### src/rtl/lenet_pkg.sv
// Shared definitions for the LeNet datapath: default sample width,
// feature-map dimensions of each layer, and the window feeder state set.
package lenet_pkg;

  localparam int bitwidth_default = 17;

  localparam int conv1_map_width  = 28;
  localparam int conv1_map_height = 28;
  localparam int conv2_map_width  = 10;
  localparam int conv2_map_height = 10;

  typedef enum logic [2:0] {
    IDLE  = 3'd0,
    EMIT0 = 3'd1,
    EMIT1 = 3'd2,
    EMIT2 = 3'd3,
    EMIT3 = 3'd4,
    GAP   = 3'd5
  } feeder_state_t;

endpackage

### src/rtl/pool_window_feeder_if.sv
// Pixel-in / window-out signal bundle between a conv layer, the window
// feeder and pool_buffer. The feeder is the slave; its environment the master.
interface pool_window_feeder_if
  import lenet_pkg::*;
#(
  parameter int bitwidth = bitwidth_default
);

  logic                       in_valid;
  logic signed [bitwidth-1:0] data_in;
  logic                       in_ready;
  logic signed [bitwidth-1:0] data_out;
  logic                       flag_start;
  logic                       flag_frame_done;

  modport master (
    output in_valid, data_in,
    input  in_ready, data_out, flag_start, flag_frame_done
  );

  modport slave (
    input  in_valid, data_in,
    output in_ready, data_out, flag_start, flag_frame_done
  );

endinterface

### src/rtl/pool_window_feeder_line_buffer.sv
// One-row sample store holding the even row of the current row pair.
// Synchronous write, combinational read; contents are never reset because
// every entry is rewritten in the even row before the odd row reads it.
module line_buffer
  import lenet_pkg::*;
#(
  parameter int bitwidth  = bitwidth_default,
  parameter int map_width = conv1_map_width,
  parameter int addr_w    = (map_width > 1) ? $clog2(map_width) : 1
) (
  input  logic                       clk,
  input  logic                       wr_en,
  input  logic [addr_w-1:0]          wr_addr,
  input  logic signed [bitwidth-1:0] wr_data,
  input  logic [addr_w-1:0]          rd_addr,
  output logic signed [bitwidth-1:0] rd_data
);

  logic signed [bitwidth-1:0] mem [map_width];

  // Store the incoming even-row pixel at its column.
  always_ff @(posedge clk) begin
    if (wr_en) mem[wr_addr] <= wr_data;
  end

  assign rd_data = mem[rd_addr];

endmodule

### src/rtl/pool_window_feeder.sv
// Re-serialises a raster-order feature map into 2x2 windows (top-left,
// top-right, bottom-left, bottom-right) for pool_buffer, followed by one
// idle cycle per window in which pool_buffer performs its transfer.
module pool_window_feeder
  import lenet_pkg::*;
#(
  parameter int bitwidth   = bitwidth_default,
  parameter int map_width  = conv1_map_width,
  parameter int map_height = conv1_map_height
) (
  input  logic               clk,
  input  logic               reset,
  pool_window_feeder_if.slave bus
);

  localparam int col_w = (map_width  > 1) ? $clog2(map_width)  : 1;
  localparam int row_w = (map_height > 1) ? $clog2(map_height) : 1;
  localparam logic [col_w-1:0] last_col = col_w'(map_width - 1);
  localparam logic [row_w-1:0] last_row = row_w'(map_height - 1);

  generate
    if ((map_width % 2) != 0 || (map_height % 2) != 0 || map_width < 2 || map_height < 2) begin : g_bad_dims
      $error("pool_window_feeder: map_width and map_height must be even and at least 2");
    end
  endgenerate

  feeder_state_t state, next_state;

  logic [col_w-1:0] col;
  logic [row_w-1:0] row;
  logic [col_w-1:0] win_col;
  logic             last_window;
  logic signed [bitwidth-1:0] bl, br;
  logic signed [bitwidth-1:0] lb_rd_data;
  logic [col_w-1:0] lb_rd_addr;
  logic             accept;
  logic             window_hit;

  assign bus.in_ready = (state == IDLE);
  assign accept       = bus.in_valid && bus.in_ready;
  assign window_hit   = accept && row[0] && col[0];

  // While idle the triggering pixel's column is still live in col, so the
  // top-left fetch uses col-1; during the burst the latched column is used.
  assign lb_rd_addr = (state == IDLE) ? (col - col_w'(1)) : win_col;

  line_buffer #(
    .bitwidth (bitwidth),
    .map_width(map_width),
    .addr_w   (col_w)
  ) u_line_buffer (
    .clk    (clk),
    .wr_en  (accept && !row[0]),
    .wr_addr(col),
    .wr_data(bus.data_in),
    .rd_addr(lb_rd_addr),
    .rd_data(lb_rd_data)
  );

  // State register.
  always_ff @(posedge clk or posedge reset) begin
    if (reset) state <= IDLE;
    else       state <= next_state;
  end

  // Burst sequencing: a bottom-right pixel starts a fixed five-cycle burst.
  always_comb begin
    next_state = state;
    unique case (state)
      IDLE:    if (window_hit) next_state = EMIT0;
      EMIT0:   next_state = EMIT1;
      EMIT1:   next_state = EMIT2;
      EMIT2:   next_state = EMIT3;
      EMIT3:   next_state = GAP;
      GAP:     next_state = IDLE;
      default: next_state = IDLE;
    endcase
  end

  // Raster position of the next pixel to be accepted.
  always_ff @(posedge clk or posedge reset) begin
    if (reset) begin
      col <= '0;
      row <= '0;
    end else if (accept) begin
      if (col == last_col) begin
        col <= '0;
        row <= (row == last_row) ? '0 : row + row_w'(1);
      end else begin
        col <= col + col_w'(1);
      end
    end
  end

  // Capture the window column and whether this window closes the frame.
  always_ff @(posedge clk or posedge reset) begin
    if (reset) begin
      win_col     <= '0;
      last_window <= 1'b0;
    end else if (window_hit) begin
      win_col     <= col;
      last_window <= (row == last_row) && (col == last_col);
    end
  end

  // Bottom-row samples of the window in progress; always written before use.
  always_ff @(posedge clk) begin
    if (accept && row[0] && !col[0]) bl <= bus.data_in;
    if (window_hit)                  br <= bus.data_in;
  end

  // Registered outputs, decoded from the state being entered.
  always_ff @(posedge clk or posedge reset) begin
    if (reset) begin
      bus.data_out        <= '0;
      bus.flag_start      <= 1'b0;
      bus.flag_frame_done <= 1'b0;
    end else begin
      bus.flag_start      <= (next_state == EMIT0) || (next_state == EMIT1) ||
                             (next_state == EMIT2) || (next_state == EMIT3);
      bus.flag_frame_done <= (next_state == GAP) && last_window;
      unique case (next_state)
        EMIT0, EMIT1: bus.data_out <= lb_rd_data;
        EMIT2:        bus.data_out <= bl;
        EMIT3:        bus.data_out <= br;
        default:      bus.data_out <= bus.data_out;
      endcase
    end
  end

endmodule

### src/flat_wrapper.sv
// flat-port wrapper written by rule: the top's interface ports become plain ports
module pool_window_feeder_flat import lenet_pkg::*;
#(
  parameter int bitwidth   = bitwidth_default,
  parameter int map_width  = conv1_map_width,
  parameter int map_height = conv1_map_height
)
  (clk, reset, bus_in_valid, bus_data_in, bus_in_ready, bus_data_out, bus_flag_start, bus_flag_frame_done);
  pool_window_feeder_if #(.bitwidth(bitwidth)) bus_i ();
  input  logic clk;
  input  logic reset;
  input wire logic [$bits(bus_i.in_valid)-1:0] bus_in_valid;
  input wire logic [$bits(bus_i.data_in)-1:0] bus_data_in;
  output wire logic [$bits(bus_i.in_ready)-1:0] bus_in_ready;
  output wire logic [$bits(bus_i.data_out)-1:0] bus_data_out;
  output wire logic [$bits(bus_i.flag_start)-1:0] bus_flag_start;
  output wire logic [$bits(bus_i.flag_frame_done)-1:0] bus_flag_frame_done;
  assign bus_i.in_valid = bus_in_valid;
  assign bus_i.data_in = bus_data_in;
  assign bus_in_ready = bus_i.in_ready;
  assign bus_data_out = bus_i.data_out;
  assign bus_flag_start = bus_i.flag_start;
  assign bus_flag_frame_done = bus_i.flag_frame_done;
  pool_window_feeder #(.bitwidth(bitwidth), .map_width(map_width), .map_height(map_height)) u_core (.clk(clk), .reset(reset), .bus(bus_i));
endmodule
### config.mk
export PLATFORM = sky130hd
export DESIGN_NAME = pool_window_feeder_flat
export DESIGN_NICKNAME = d
export VERILOG_FILES = /design/src/rtl/lenet_pkg.sv /design/src/rtl/pool_window_feeder_if.sv /design/src/rtl/pool_window_feeder_line_buffer.sv /design/src/rtl/pool_window_feeder.sv /design/src/flat_wrapper.sv
export SDC_FILE = /design/constraint.sdc
export NUM_CORES = 1
export LEC_CHECK = 0
export CAP_MARGIN = 20
export CORE_UTILIZATION = 30
export CTS_BUF_LIST = sky130_fd_sc_hd__clkbuf_2
export DETAILED_ROUTE_END_ITERATION = 8
export GPL_TIMING_DRIVEN = 0
export SYNTH_ARGS = -nofsm -noshare
export SYNTH_HDL_FRONTEND = slang
export SYNTH_HIERARCHICAL = 1
export SYNTH_SLANG_ARGS = --single-unit
### constraint.sdc
create_clock -name clk -period 5 [get_ports clk]
set_clock_uncertainty 0.2 [all_clocks]
set_input_delay 1 -clock clk [delete_from_list [all_inputs] [get_ports clk]]
set_output_delay 1 -clock clk [all_outputs]
set_load 0.01 [all_outputs]
# Word level (Yosys, flattened, before mapping)
# Memories as Yosys holds them, arrays and structs flattened.
# Cells that the tools add are included.
word_totals:
  reg_bits: 72
  ram_bits: 476
  in_bits: 20
  output_inout_bits: 20
  mem_count: 1
op_classes:
  addsub: 3
  n_eq_ne: 11
  n_mux: 8
  reduce_logical: 16
memory_table:
  columns: ["memory", "words", "width", "rd", "rd_ports_with_merged_regs", "wr", "line", "source"]
  rows:
  - ["u_core.u_line_buffer.mem", 28, 17, 1, 0, 1, "pool_window_feeder_line_buffer.sv:19", "logic signed [bitwidth-1:0] mem [map_width];"]
ops:
  columns: ["op", "n"]
  rows:
  - ["one-hot mux 17 bit (3 select lines)", 1]
  - ["2-to-1 mux 5 bit", 3]
  - ["one-hot mux 3 bit (5 select lines)", 1]
  - ["== test 3 x 2 -> 1 bit (second input constant)", 4]
  - ["adder 5 x 1 -> 5 bit (second input constant)", 2]
  - ["== test 5 bit (second input constant)", 2]
  - ["== test 3 bit (second input constant)", 3]
  - ["logical AND 1 bit", 7]
  - ["== test 3 x 1 -> 1 bit (second input constant)", 2]
  - ["subtractor 5 x 1 -> 5 bit (second input constant)", 1]
  - ["logical NOT 3 bit", 1]
  - ["logical OR 1 bit", 3]
  - ["2-to-1 mux 3 bit", 1]
  - ["nonzero test 3 bit", 1]
  - ["logical NOT 1 bit", 2]
  - ["2-to-1 mux 1 bit", 2]
  - ["AND reduction 2 bit", 1]
  - ["OR reduction 2 bit", 1]

# Logic depth before layout (Yosys ltp)
logic_depth:
  word_depth: 10
  depth_mapped: 15
  mapped_depth_nobuf: 11

# Modules after synthesis
# The synthesis kept the hierarchy.
by_module_without_submodules:
  columns: ["mod", "instances", "cells_each", "area_per_inst_um2", "seq_area_each_um2"]
  rows:
  - ["line_buffer", 1, 992, 18679.2, 14293.7]
  - ["pool_window_feeder", 1, 217, 3189.3, 1971.9]

# Least setup slack after synthesis
# No wires, ideal clock.
synth_path:
  path_kind: "input -> register"
  startpoint: "in bus_in_valid"
  endpoint: "mem u_core/u_line_buffer/mem[0][0] (netlist bit) (enable)"
  setup_time_ns: 0.390
  arrival_time_ns: 3.021
  t_required_ns: 4.410
  setup_slack_ns: 1.388
  path_stages: 5
  path_cell_list: "or4b_4 nor2_1 or3b_2 clkbuf_1 nor2_1"
synth_between:
  elab_chain_len: 4
synth_rtl:
  columns: ["element", "line", "source"]
  rows:
  - ["start: declaration", "flat_wrapper.sv:12", "input wire logic [$bits(bus_i.in_valid)-1:0] bus_in_valid;"]
  - ["logical AND 1 bit", "pool_window_feeder.sv:40", "assign accept = bus.in_valid && bus.in_ready;"]
  - ["logical AND 1 bit", "pool_window_feeder.sv:53", ".wr_en (accept && !row[0]),"]
  - ["2-to-1 mux 1 bit", "pool_window_feeder_line_buffer.sv:23", "if (wr_en) mem[wr_addr] <= wr_data;"]
  - ["2-to-1 mux 1 bit (implied by the code)", "pool_window_feeder_line_buffer.sv:23", null]
  - ["end: declaration", "pool_window_feeder_line_buffer.sv:19", null]
# Every way passes these cells.

# Worst setup path in the final report
layout_path:
  startpoint: "reg u_core.state[0]"
  endpoint: "reg u_core.bus.data_out[7]"
layout_lines:
  columns: ["element", "line", "source"]
  rows:
  - ["start: declaration", "pool_window_feeder.sv:27", "feeder_state_t state, next_state;"]
  - ["start signal: assignment", "pool_window_feeder.sv:63", "else state <= next_state;"]
  - ["logical NOT 3 bit", "pool_window_feeder.sv:45", "assign lb_rd_addr = (state == IDLE) ? (col - col_w'(1)) : win_col;"]
  - ["2-to-1 mux 5 bit", "pool_window_feeder.sv:45", null]
  - ["net u_core.lb_rd_addr[2]", "pool_window_feeder.sv:35", "logic [col_w-1:0] lb_rd_addr;"]
  - ["memory read (28 x 17 bit)", null, null]
  - ["net u_core.lb_rd_data[7]", "pool_window_feeder.sv:34", "logic signed [bitwidth-1:0] lb_rd_data;"]
  - ["one-hot mux 17 bit (3 select lines)", "pool_window_feeder.sv:122", "unique case (next_state)"]
  - ["end signal: assignment", "pool_window_feeder.sv:123", "EMIT0, EMIT1: bus.data_out <= lb_rd_data;"]
  - ["end signal: assignment", "pool_window_feeder.sv:124", "EMIT2: bus.data_out <= bl;"]
  - ["end signal: assignment", "pool_window_feeder.sv:125", "EMIT3: bus.data_out <= br;"]
  - ["end: declaration", "pool_window_feeder_if.sv:23", "output in_ready, data_out, flag_start, flag_frame_done"]
# The timed path passes the listed nets, and every way through them passes these cells.
# A chain may end at the register's enable or synchronous reset.

==> impl_metrics.py <==
metrics = {
    "status": {
        "status": "complete, no violations",
    },
    "timing": {
        "relSlewSlack_pct": 31.24,
        "setup_viol": 0,
        "hold_viol_final": 0,
        "period_minus_slack_ns": 4.833,
        "rsz0062_at_grt": "false",
        "drv_slew": 0,
        "tightest_slew_ns": 1.028,
        "tns_ns": 0,
        "clock.fmax_ghz": 0.2069,
        "fin_crit_sh_pct": 96.65,
    },
    "cts": {
        "cts_buffer_depth": 3,
        "ctsResizeCount": 0,
        "htreeDepth": 4,
        "clk_pin_slew_ns": 0.11,
        "clkSinkCount": 548,
        "cts_buffers": 141,
        "cts_tree": "built",
        "cts_root_buf": "clkbuf_2",
        "clock_latency_ns": 1.32,
        "postCtsSetupRepairBufs": 0,
        "ctsHoldBuffers": 1,
    },
    "cells_and_area": {
        "syn2layout_area_growth_pct": 17.84,
        "final_util_pct": 35.86,
        "nets": 1457,
        "drive_gt1_share_pct": 29.38,
        "num-fill-cells": 6823,
    },
    "yosys": {
        "yosysSeqAreaShare_pct": 74.38,
        "yosysWarningCount": 6,
        "ys_types": 47,
        "synthCells": 1209,
        "yosysTopAreaCellShare_pct": 70.03,
        "synth_ff_type": "edfxtp_1",
        "synth_edf_count": 510,
        "synth_most_common_cell": "edfxtp_1",
        "async_reset_ff_share_pct": 6.934,
        "ys_top_cells_by_count": "510 x edfxtp_1, 153 x mux2i_1, 67 x mux2_2",
        "synth_fp_nets": 1232,
        "synth_top_area_cell": "edfxtp_1",
        "syn_area_per_cell_um2": 18.09,
        "synth_area_leaders": "edfxtp_1 70%, mux2i_1 7.0%, dfrtp_1 4.3%",
        "syn_area_um2": 21870,
        "ys_ff_latch": 548,
    },
    "place": {
        "port_buffers": 39,
        "gp_congestion": 0.8353,
        "post-dp-hpwl_mm": 35.04,
    },
    "setup_path": {
        "crit_path_end_kind": "register",
        "crit_chain": "buf_2, or3_1, clkbuf_1, o21ai_0, buf_4, buf_4, and2_1, buf_2, buf_2, a22oi_1, nand3_1, nand4_1, mux2_2, mux2_2",
        "critPathRequiredTime_ns": 5.93,
        "crit_path_start_kind": "register",
        "crit_family": "buffers and inverters",
        "crit_arrival_ns": 5.77,
        "crit_top_cell": "buf_2",
        "slowest_delay_ns": 0.56,
        "critical_path_class": "reg2reg",
        "critPathBufInv": 6,
        "crit_path_max_fanout": 10,
        "worst_path_max_delay_cell": "o21ai_0",
    },
    "floorplanning": {
        "initial_utilization_pct": 30.43,
        "core_area_um2": 71850,
        "row_count": 98,
        "die_w_um": 272.0,
        "die_area_um2": 73980,
        "boundaryPins": 40,
        "fp.dieH_um": 272.0,
    },
    "power_and_ir_drop": {
        "totalPowerFinal_mw": 14.94,
        "ir_worst_vdd_uv": 267.9,
        "powerDensity_nw_per_um2": 579.9,
        "p_leak_nw": 8.614,
    },
    "drt": {
        "wl_per_cell_um": 21.48,
        "drc": 0,
        "drt_wl_total_mm": 53.43,
        "first_pass_iters": 5,
        "first_iter_violations": 951,
        "vias": 11850,
        "detail-route-antenna-nets": 0,
        "post_drt_via_cell_ratio": 4.766,
    },
    "global_routing": {
        "grt_pass1_vias": 12510,
        "antenna_found_initial": 3,
        "grt_usage_pct": 14.68,
        "globalRouteOverflowTotal": 0,
        "grt_max_degree": 39,
        "grt_pass1_wl_mm": 79.01,
    },
    "hold_path": {
        "hp-class": "in2reg",
    },
    "job": {
        "max_cap_violations": 0,
    },
}
## cell type report
class,instances,area [µm²],area share (%)
Buffer,66,473.0,1.835
Antenna cell,9,22.52,0.08740
Clock inverter,26,215.2,0.8351
Clock buffer,211,1056,4.098
Multi-Input combinational cell,589,5177,20.09
Timing Repair Buffer,82,1349,5.234
Tap cell,950,1189,4.613
Sequential cell,548,16270,63.12
Inverter,6,22.52,0.08740
## sequential cells by signal, indices dropped and copies added, names as in the netlist
| signal | cells |
|---|---|
| u_core/bl | 17 |
| u_core/col | 5 |
| u_core/bus.data_out | 17 |
| u_core/row | 5 |
| u_core/bus.flag_frame_done | 1 |
| u_core/win_col | 5 |
| u_core/bus.flag_start | 1 |
| u_core/last_window | 1 |
| u_core/br | 17 |
| u_core/state | 3 |
| u_core/u_line_buffer/mem | 476 |
## metal layers
metal  share of wire (%)  GRT usage, %
met5                   0             0
met4                 2.6         6.416
met3                 6.9         3.967
met2                  49         24.22
met1                  41         18.04
## power breakdown
group / internal [mW] / switching, mW
clock: 1.32 / 1.75
sequential: 5.27 / 0.134
combinational: 2.75 / 3.73
## through the flow
step / instance area, µm² / setup slack, ns / cells / hold WS, ns
floorplan: 21870 / 1.388 / 1209 / 0.2394
global placement: 23450 / -0.2358 / 2198 / 0.2517
detailed placement: 24290 / 0.2045 / 2233 / 0.2578
CTS: 25570 / 0.1778 / 2471 / 0.2853
global route: 25760 / 0.008817 / 2485 / 0.1242
finish: 25770 / 0.1673 / 2487 / 0.2703
## placed cells by master, fill, tap and decap left out, types with 13 or more instances in the layout
cell type,instances
a21oi_1,40
nand3_1,42
mux4_1,14
edfxtp_1,510
mux2i_1,153
dfrtp_1,38
mux2_2,67
buf_6,14
nor2_1,13
mux4_2,28
a22oi_1,36
clkbuf_1,15
nand4_1,13
clkinv_1,14
nand2_1,64
buf_8,21
o21ai_0,18
buf_16,23
clkdlybuf4s50_1,39
buf_2,17
nor2_2,29
clkbuf_2,212
## final timing paths
path / to / slack (ns) / cells after the start / startpoint
worst max-delay path: u_core/bus.data_out[7] / 0.17 / 14 / u_core/state[0]
worst min register to register: u_core/win_col[0] / 0.28 / 1 / u_core/win_col[0]
worst min-delay path: u_core/u_line_buffer/mem[10][5] / 0.27 / 1 / bus_data_in[5]
min in group asynchronous: u_core/bus.data_out[10] / 0.56 / 3 / reset
worst max register to register: u_core/bus.data_out[7] / 0.17 / 14 / u_core/state[0]
max in group asynchronous: u_core/win_col[1] / 3.47 / 3 / reset
## kinds of logic after synthesis
kind of cell / share of synthesized area (%)
adder cells (fa/ha/maj): 0.1717
AND/OR/NAND/NOR: 4.726
XOR/XNOR: 0.2002
flip-flops: 74.38
buffers and inverters: 2.266
multiplexers: 15.02
AO/OA/AOI/OAI: 3.238
(Power assumes the default switching activity.)
